### config.mk
export PLATFORM = sky130hd
export DESIGN_NAME = issue_scheduler
export DESIGN_NICKNAME = d
export VERILOG_FILES = /design/src/rtl/issue_scheduler.sv
export SDC_FILE = /design/constraint.sdc
export NUM_CORES = 1
export LEC_CHECK = 0
export ABC_CLOCK_PERIOD_IN_PS = 3500
export BUFFER_PORTS_ARGS = -buffer_cell sky130_fd_sc_hd__buf_2
export CORE_UTILIZATION = 45
export CTS_BUF_LIST = sky130_fd_sc_hd__clkbuf_8
export DETAILED_ROUTE_END_ITERATION = 10
export PLACE_DENSITY_LB_ADDON = 0.2
export RECOVER_POWER = 100
export SLEW_MARGIN = 20
export SYNTH_ARGS = -nofsm -noshare
export SYNTH_HDL_FRONTEND = slang
export SYNTH_SLANG_ARGS = --single-unit
### constraint.sdc
create_clock -name clk -period 3.5 [get_ports clk]
set_clock_uncertainty 0.2 [all_clocks]
set_input_delay 0.175 -clock clk [delete_from_list [all_inputs] [get_ports clk]]
set_output_delay 0.175 -clock clk [all_outputs]
set_load 0.01 [all_outputs]
### src/rtl/issue_scheduler.sv
// Dual-lane in-order issue stage: decodes the two oldest buffer entries, checks them
// against a register scoreboard and issues zero, one or two instructions per cycle.
module issue_scheduler (
    input  logic        clk,
    input  logic        rst_n,
    input  logic        flush,
    input  logic [31:0] entry0_instruction,
    input  logic [31:0] entry1_instruction,
    input  logic [31:0] entry0_address,
    input  logic [31:0] entry1_address,
    input  logic [3:0]  entry_count,
    input  logic        lane0_ready,
    input  logic        lane1_ready,
    input  logic [1:0]  wb_valid,
    input  logic [4:0]  wb_rd0,
    input  logic [4:0]  wb_rd1,
    output logic        pop0,
    output logic        pop1,
    output logic        lane0_valid,
    output logic        lane1_valid,
    output logic [31:0] lane0_instruction,
    output logic [31:0] lane0_address,
    output logic [31:0] lane1_instruction,
    output logic [31:0] lane1_address,
    output logic [15:0] stall_cycles
);

    localparam logic [6:0] OPC_OP       = 7'b0110011;
    localparam logic [6:0] OPC_OP_IMM   = 7'b0010011;
    localparam logic [6:0] OPC_LOAD     = 7'b0000011;
    localparam logic [6:0] OPC_STORE    = 7'b0100011;
    localparam logic [6:0] OPC_BRANCH   = 7'b1100011;
    localparam logic [6:0] OPC_LUI      = 7'b0110111;
    localparam logic [6:0] OPC_AUIPC    = 7'b0010111;
    localparam logic [6:0] OPC_JAL      = 7'b1101111;
    localparam logic [6:0] OPC_JALR     = 7'b1100111;
    localparam logic [6:0] OPC_SYSTEM   = 7'b1110011;
    localparam logic [6:0] OPC_MISC_MEM = 7'b0001111;

    function automatic logic uses_rs1(input logic [31:0] inst);
        return !(inst[6:0] == OPC_LUI || inst[6:0] == OPC_AUIPC || inst[6:0] == OPC_JAL);
    endfunction

    function automatic logic uses_rs2(input logic [31:0] inst);
        return inst[6:0] == OPC_OP || inst[6:0] == OPC_STORE || inst[6:0] == OPC_BRANCH;
    endfunction

    function automatic logic writes_rd(input logic [31:0] inst);
        logic wr_op;
        wr_op = inst[6:0] == OPC_OP  || inst[6:0] == OPC_OP_IMM || inst[6:0] == OPC_LOAD ||
                inst[6:0] == OPC_LUI || inst[6:0] == OPC_AUIPC  || inst[6:0] == OPC_JAL  ||
                inst[6:0] == OPC_JALR;
        return wr_op && (inst[11:7] != 5'd0);
    endfunction

    // Lane 1 is a plain ALU lane: control flow, memory and system ops stay on lane 0.
    function automatic logic lane1_capable(input logic [31:0] inst);
        return !(inst[6:0] == OPC_BRANCH || inst[6:0] == OPC_JAL   || inst[6:0] == OPC_JALR ||
                 inst[6:0] == OPC_LOAD   || inst[6:0] == OPC_STORE || inst[6:0] == OPC_SYSTEM ||
                 inst[6:0] == OPC_MISC_MEM);
    endfunction

    function automatic logic sb_hazard(input logic [31:0] inst, input logic [31:0] sb);
        return (uses_rs1(inst)  && sb[inst[19:15]]) ||
               (uses_rs2(inst)  && sb[inst[24:20]]) ||
               (writes_rd(inst) && sb[inst[11:7]]);
    endfunction

    logic [31:0] busy;
    logic [31:0] busy_next;
    logic        issue0;
    logic        issue1;
    logic        pair_dep;
    logic [4:0]  rd0;

    assign rd0 = entry0_instruction[11:7];

    assign pair_dep = writes_rd(entry0_instruction) &&
                      ((uses_rs1(entry1_instruction)  && entry1_instruction[19:15] == rd0) ||
                       (uses_rs2(entry1_instruction)  && entry1_instruction[24:20] == rd0) ||
                       (writes_rd(entry1_instruction) && entry1_instruction[11:7]  == rd0));

    assign issue0 = rst_n && (entry_count != 4'd0) && lane0_ready && !flush &&
                    !sb_hazard(entry0_instruction, busy);

    assign issue1 = issue0 && (entry_count >= 4'd2) && lane1_ready &&
                    lane1_capable(entry1_instruction) &&
                    !sb_hazard(entry1_instruction, busy) && !pair_dep;

    assign pop0 = issue0;
    assign pop1 = issue1;

    // Clears are applied before sets so an issue and a writeback to the same register leave it busy.
    always_comb begin
        busy_next = busy;
        if (wb_valid[0]) busy_next[wb_rd0] = 1'b0;
        if (wb_valid[1]) busy_next[wb_rd1] = 1'b0;
        if (issue0 && writes_rd(entry0_instruction)) busy_next[entry0_instruction[11:7]] = 1'b1;
        if (issue1 && writes_rd(entry1_instruction)) busy_next[entry1_instruction[11:7]] = 1'b1;
        busy_next[0] = 1'b0;
    end

    always_ff @(posedge clk or negedge rst_n) begin
        if (!rst_n) begin
            busy              <= '0;
            lane0_valid       <= 1'b0;
            lane1_valid       <= 1'b0;
            lane0_instruction <= '0;
            lane0_address     <= '0;
            lane1_instruction <= '0;
            lane1_address     <= '0;
            stall_cycles      <= '0;
        end else if (flush) begin
            busy        <= '0;
            lane0_valid <= 1'b0;
            lane1_valid <= 1'b0;
        end else begin
            busy        <= busy_next;
            lane0_valid <= issue0;
            lane1_valid <= issue1;
            if (issue0) begin
                lane0_instruction <= entry0_instruction;
                lane0_address     <= entry0_address;
            end
            if (issue1) begin
                lane1_instruction <= entry1_instruction;
                lane1_address     <= entry1_address;
            end
            if (entry_count != 4'd0 && !issue0 && stall_cycles != 16'hFFFF)
                stall_cycles <= stall_cycles + 16'd1;
        end
    end

endmodule
== Yosys cells after proc, flatten, opt, wreduce, memory -nomap -nowiden ==
Index checks and enable logic that the tools add are counted.

* Equal/unequal tests: 24
* Bitwise gates (word level): 7
* Order comparisons: 13
* $add $sub $neg: 1
* Reduce and logical (&&, ||, !) cells: 75
* Muxes and demuxes: 27

{| class="wikitable"
|+ Operators by type and width
! cell !! number
|-
| 2-to-1 mux 32 bit || 5
|-
| AND 32 bit || 2
|-
| inverter 32 bit || 2
|-
| OR 32 bit || 2
|-
| == test 7 bit, second input constant || 7
|-
| less-than comparator 5 x 6 -> 1 bit, second input constant || 8
|-
| == test 7 x 6 -> 1 bit, second input constant || 6
|-
| logical OR 1 bit || 32
|-
| binary-select mux 1 bit (select 5 bit) || 6
|-
| logical AND 1 bit || 29
|-
| == test 7 x 5 -> 1 bit, second input constant || 4
|-
| demux 1 bit (select 5 bit) || 4
|-
| greater-or-equal comparator 5 x 1 -> 1 bit, second input constant || 4
|-
| adder 16 x 1 -> 16 bit, second input constant || 1
|-
| inequality test 16 bit, second input constant || 1
|-
| == test 5 bit || 3
|-
| == test 7 x 2 -> 1 bit, second input constant || 2
|-
| 2-to-1 mux 1 bit || 12
|-
| nonzero test 5 bit || 2
|-
| zero test 1 bit || 8
|-
| == test 7 x 4 -> 1 bit, second input constant || 1
|-
| AND reduction 2 bit || 3
|-
| greater-or-equal comparator 4 x 2 -> 1 bit, second input constant || 1
|-
| nonzero test 4 bit || 1
|-
| inverter 1 bit || 1
|}

* Register bits after elaboration: 178
* Output and inout bits: 148
* Word-level logic and storage cells: 155
* Input bits: 149

== Depth between registers and ports, before layout ==
* Depth in word-level cells: 20
* Mapped depth: 11
* Gate-level depth less buffers: 7

== Least setup slack after synthesis ==
Ideal clock, no wire load.

* Path kind: input to register
* From: input port entry0_instruction[22]
* To: register busy[23]
* Path buffers: 2
* Stages: 9
* Arrival time: 2.706 ns
* Slack: 0.491 ns
* Data required time: 3.196 ns
* Setup time: 0.104 ns
* Cell sequence: buf_2 -> mux4_2 -> mux4_2 -> nor2_1 -> nor4_1 -> nor4_1 -> clkbuf_1 -> a41oi_1 -> o41ai_2

* Word-level cells in the longest chain between the ends: 15
* Elaborated cells on any way between the ends: 18
* Those cells by class: mux (5); bitwise (1); reduce/logical (12)

{| class="wikitable"
|+ RTL lines
! what !! line !! RTL
|-
| start: declaration || 7 || <nowiki>input logic [31:0] entry0_instruction,</nowiki>
|-
| binary-select mux 1 bit (select 5 bit) * || 65 || <nowiki>(uses_rs2(inst) && sb[inst[24:20]]) ||</nowiki>
|-
| 2-to-1 mux 1 bit (implied by the code) * || 65 ||
|-
| logical AND 1 bit * || 65 ||
|-
| logical OR 1 bit * || 64 || <nowiki>return (uses_rs1(inst) && sb[inst[19:15]]) ||</nowiki>
|-
| logical OR 1 bit * || 65 ||
|-
| zero test 1 bit * || 84 || <nowiki>!sb_hazard(entry0_instruction, busy);</nowiki>
|-
| logical AND 1 bit * || 83 || <nowiki>assign issue0 = rst_n && (entry_count != 4'd0) && lane0_ready && !flush &&</nowiki>
|-
| logical AND 1 bit (3 in a row) || 86 || <nowiki>assign issue1 = issue0 && (entry_count >= 4'd2) && lane1_ready &&</nowiki>
|-
| logical AND 1 bit || 87 || <nowiki>lane1_capable(entry1_instruction) &&</nowiki>
|-
| logical AND 1 bit || 88 || <nowiki>!sb_hazard(entry1_instruction, busy) && !pair_dep;</nowiki>
|-
| logical AND 1 bit || 99 || <nowiki>if (issue1 && writes_rd(entry1_instruction)) busy_next[entry1_instruction[11:7]] = 1'b1;</nowiki>
|-
| 2-to-1 mux 32 bit * || 99 ||
|-
| 2-to-1 mux 32 bit * || 113 || <nowiki>end else if (flush) begin</nowiki>
|-
| end signal: assignment || 118 || <nowiki>busy <= busy_next;</nowiki>
|-
| end: declaration || 69 || <nowiki>logic [31:0] busy;</nowiki>
|}

Mark *: on every way between the ends. The rest lies on a longest branch, timed or not. The select of a mux whose other input is x is not followed.
A chain may end at the register's enable or synchronous reset.

== Final worst setup path ==
* From: register busy[10]
* To: output port pop1

* Word-level cells in the longest chain between the ends: 12
* Elaborated cells on any way between the ends: 30
* Those cells by class: mux (12); reduce/logical (18)

{| class="wikitable"
|+ RTL lines
! what !! line !! RTL
|-
| binary-select mux 1 bit (select 5 bit) (on tied branches) || 64, 65 ||
|-
| 2-to-1 mux 1 bit (on tied branches) || 64, 65 ||
|-
| logical AND 1 bit (on tied branches) || 64, 65 ||
|-
| logical OR 1 bit || 64 ||
|-
| logical OR 1 bit || 65 ||
|-
| zero test 1 bit || 84 ||
|-
| logical AND 1 bit || 83 ||
|-
| logical AND 1 bit (3 in a row) || 86 ||
|-
| logical AND 1 bit * || 87 ||
|-
| logical AND 1 bit * || 88 ||
|-
| end: declaration || 18 || <nowiki>output logic pop1,</nowiki>
|}

Marked as above.

==> metrics.md <==
| Metric | Value |
|---|---|
| Result of the run | finished, violations left |
| Violated checks | capacitance limit, slew limit |
| Internal power | 3.78 mW |
| Synthesis-to-layout area growth | 38.0% |
| Post-synth EDFFs | 0 |
| Nature of the critical path startpoint | flip-flop |
| Cell depth of the worst flop-to-flop path | 9 |
| Number of remaining DRC errors | 0 |
| Clock tree from TritonCTS | done |
| Standard-cell rows | 53 |
| Core region area | 21200 sq um |
| Maximum root-to-sink buffer count | 2 |
| Final standard cell area without fillers | 13600 sq um |
| Category of the most critical setup path | reg2out |
| Leakage dissipation | 5.81 nW |
| Highest-count cells in the layout ignoring fill and taps | 165 x sky130_fd_sc_hd__dfrtp_1, 147 x sky130_fd_sc_hd__buf_2, 147 x sky130_fd_sc_hd__clkbuf_1 |
| Fmax achieved | between 0.2 and 0.3 GHz |
| Final ANT Viol Nets | 0 |
| Vert. Die Dim | 150 um |
| Final Max Tran Viols | 62 |
| Dominant cell type by area after synthesis | sky130_fd_sc_hd__dfrtp_1 |
| Aggregate global routing overflow | 0 |
| Number of placed instances, taps included | approximately 1400 |
| Maxcap violations | 1 |
| Library cells used by synthesis | 56 |
| H-Tree Depth | 4 |
| Final instance count without filler cells | between 1500 and 2000 |
| Switching power | 2.02 mW |
| Starting DRC count in detailed routing | approximately 940 |
| Fin Hold WS | 42.7 ps |
| FFs w/ async S/R, synth | 100% |
| Average size of a mapped cell | 12.2 sq um |
| Worst setup slack before clock tree synthesis | 176 ps |
| Critical Path Sink Type | output pin |
| Period minus WS final | 3460 ps |
| Die extent in x | 150 um |
| Pin count of the biggest net entering global routing | 70 |
| Portion of total power attributed to combinational logic | between 20% and 30% |
| Max-slew headroom at the worst pin | -0.779% |
| Hold Path Class | in2reg |
| Number of hold violations in the final report | 0 |
| Sum Neg Setup Slack | 0 ps |
| Hold Path Depth | 2 |
| Vias | 9134 |
| Vias in the first global route | 9146 |
| Count of buffers inserted at the top-level ports | 296 |
| Number of primary I/O pins | 297 |
| Proportion of netlist area held by the largest area contributor | between 40% and 50% |
| Main flop type after synthesis | sky130_fd_sc_hd__dfrtp_1 |
| Cell at the root of the clock tree | sky130_fd_sc_hd__clkbuf_8 |
| Flip-flop and latch count after synthesis | 177 |
| First-pass GRT wire length | 51500 um |
| Clock latency at the later pin of the worst-skew pair | 470 ps |
| Clock-pin transition on the worst setup and hold timing paths | 110 ps |
| Post-detailed-route via-to-cell ratio | approximately 5.9 |
| Initial cell density of the core | 46.4% |
| Part of the total power dissipated in the clock network | 25.0% |
| Total half-perimeter wirelength after legalization and detailed placement | 22600 um |
| Maximum VDD drop | 0.271 mV |
| First-pass iteration count of the detailed router | 6 |
| Total global routing track utilization | 30.4% |
| Worst-case setup margin in the final layout | about 43 ps |
| Setup violation total in the final timing report | 0 |
| Sequential fraction of the synthesis area | between 40 and 50% |
| Power per unit of standard cell area | 427 nW/um^2 |
| Num CTS Buffers | 17 |
| NumNets Final | 1403 |
| Routed length per placed instance | 22.0 um |
| Share of layout cells above drive strength 1 | 36.8% |
| Worst Hold Path EP | lane1_instruction[15] |
| Synth warnings | 0 |
| Largest fanout on the critical path | 6 |
| Worst EP arrival | 3080 ps |
| Ant. Diodes | 0 |
| Most common cell after layout, fill and taps aside | sky130_fd_sc_hd__dfrtp_1 |
| R2R Path End | lane1_instruction[27] |
| Mapped cell area | 9850 sq um |
| Startpoint of the worst register-to-register path | busy[10] |
| Switching part of the total | 34.8% |
| Flop pwr share | between 40% and 50% |
| Syn Inst Count | 810 |
| Origin of the worst min-delay path | entry1_instruction[15] |
| Unrepaired setup endpoints after global routing | true |
| Syn_nets | 960 |
| Clk sinks | around 180 |
| Leading post-synthesis cells by cell area | sky130_fd_sc_hd__dfrtp_1 45%, sky130_fd_sc_hd__mux2_2 15%, sky130_fd_sc_hd__mux4_2 8.7% |
| Placed standard-cell area | 11800 sq um |
| Tcrit/Tclk final | 98.8% |
| Required time reported for the critical path endpoint | 3120 ps |
| Transition at the pin with the smallest max-transition slack | 1510 ps |
| Antenna violations before repair | 0 |
| Routability Congestion | 0.950 |
| Worst setup slack for register-to-register paths | 100 ps |
| Detailed-route wire length | 33900 um |
| Die outline area | between 20000 and 25000 sq um |
[cell families after synthesis]
logic type | count (synthesis) | synth area share [%]
AO/OA/AOI/OAI | 143 | 10.6
XOR/XNOR | 29 | 2.58
adder cells (fa/ha/maj) | 1 | 0.127
buffers and inverters | 66 | 2.99
flip-flops | 177 | 45.0
multiplexers | 190 | 25.8
AND/OR/NAND/NOR | 204 | 12.8
[Yosys cell counts (all sizes together), types with 10 or more instances]
library cell	instances
o22ai	36
a31oi	10
nand3	16
nor3	10
xnor2	23
buf	29
nor2	26
clkbuf	29
o21ai	14
o31ai	10
nand2	24
nand3b	15
o41ai	17
or3b	13
nand4	13
dfrtp	177
mux2i	19
nor3b	34
mux2	133
a21oi	27
mux4	38
[registers in the layout (all words and copies together), names as in the netlist]
register	cells
stall_cycles	16
lane1_address	32
lane0_valid	1
lane0_address	32
busy	31
lane1_valid	1
lane0_instruction	32
lane1_instruction	32
[metal layers]
layer  vias to the layer above  part of all wire [%]  global-route usage [%]
li1                       4019                     -                       -
met1                      4468                    40                    39.7
met5                         -                     0                       0
met2                       553                    48                    48.5
met3                        94                   8.7                    6.43
met4                         0                   3.8                    13.6
[how the worst max path moves through the flow]
stage / startpoint / end
finish: busy[10] / pop1
global route: busy[27] / pop1
CTS: busy[15] / pop0
detailed placement: entry0_instruction[7] / busy[31]
global placement: entry0_instruction[7] / busy[31]
floorplan: entry0_instruction[22] / busy[23]
[final cells by class]
class / instances / area (sq um)
sequential: 177 / 4440
timing repair buffer: 482 / 3160
clock buffer: 17 / 234
multi-input combinational: 567 / 5190
inverter: 8 / 35.0
clock inverter: 15 / 185
tap: 275 / 344
fill: 1762 / 7630
[critical path, stage by stage (launching register included)]
cell                       delay, ps
sky130_fd_sc_hd__dfrtp_2         470
sky130_fd_sc_hd__mux4_2          480
sky130_fd_sc_hd__mux4_2          490
sky130_fd_sc_hd__nor2_4          140
sky130_fd_sc_hd__nor4_4           60
sky130_fd_sc_hd__a2111o_2        470
sky130_fd_sc_hd__nand4b_4        210
sky130_fd_sc_hd__buf_12          170
sky130_fd_sc_hd__clkinv_4         40
sky130_fd_sc_hd__buf_6            80
[stage by stage]
stage	power [mW]	util (%)
after CTS	5.93	64.5
after floorplan	3.55	-
final	5.80	64.0
after detailed placement	4.35	55.5
after global routing	6.10	64.0
after global placement	4.30	55.5
[power groups by stage]
stage               logic, mW  clock network [mW]  registers [mW]
floorplan               0.610                   0            2.94
global placement         1.58                   0            2.72
detailed placement       1.60                   0            2.74
CTS                      1.73                1.49            2.70
global route             1.76                1.56            2.78
finish                   1.62                1.45            2.73
[repair_timing]
item | CTS | global route
setup buffers | 14 | 6
setup endpoints to repair | 2 | 9
hold endpoints to repair | 228 | 0
hold buffers | 121 | 0
pin swaps | 1 | 5
cloned | 4 | 0
gates resized for setup | 15 | 13
Note: power is estimated with default switching activity, not from simulation.
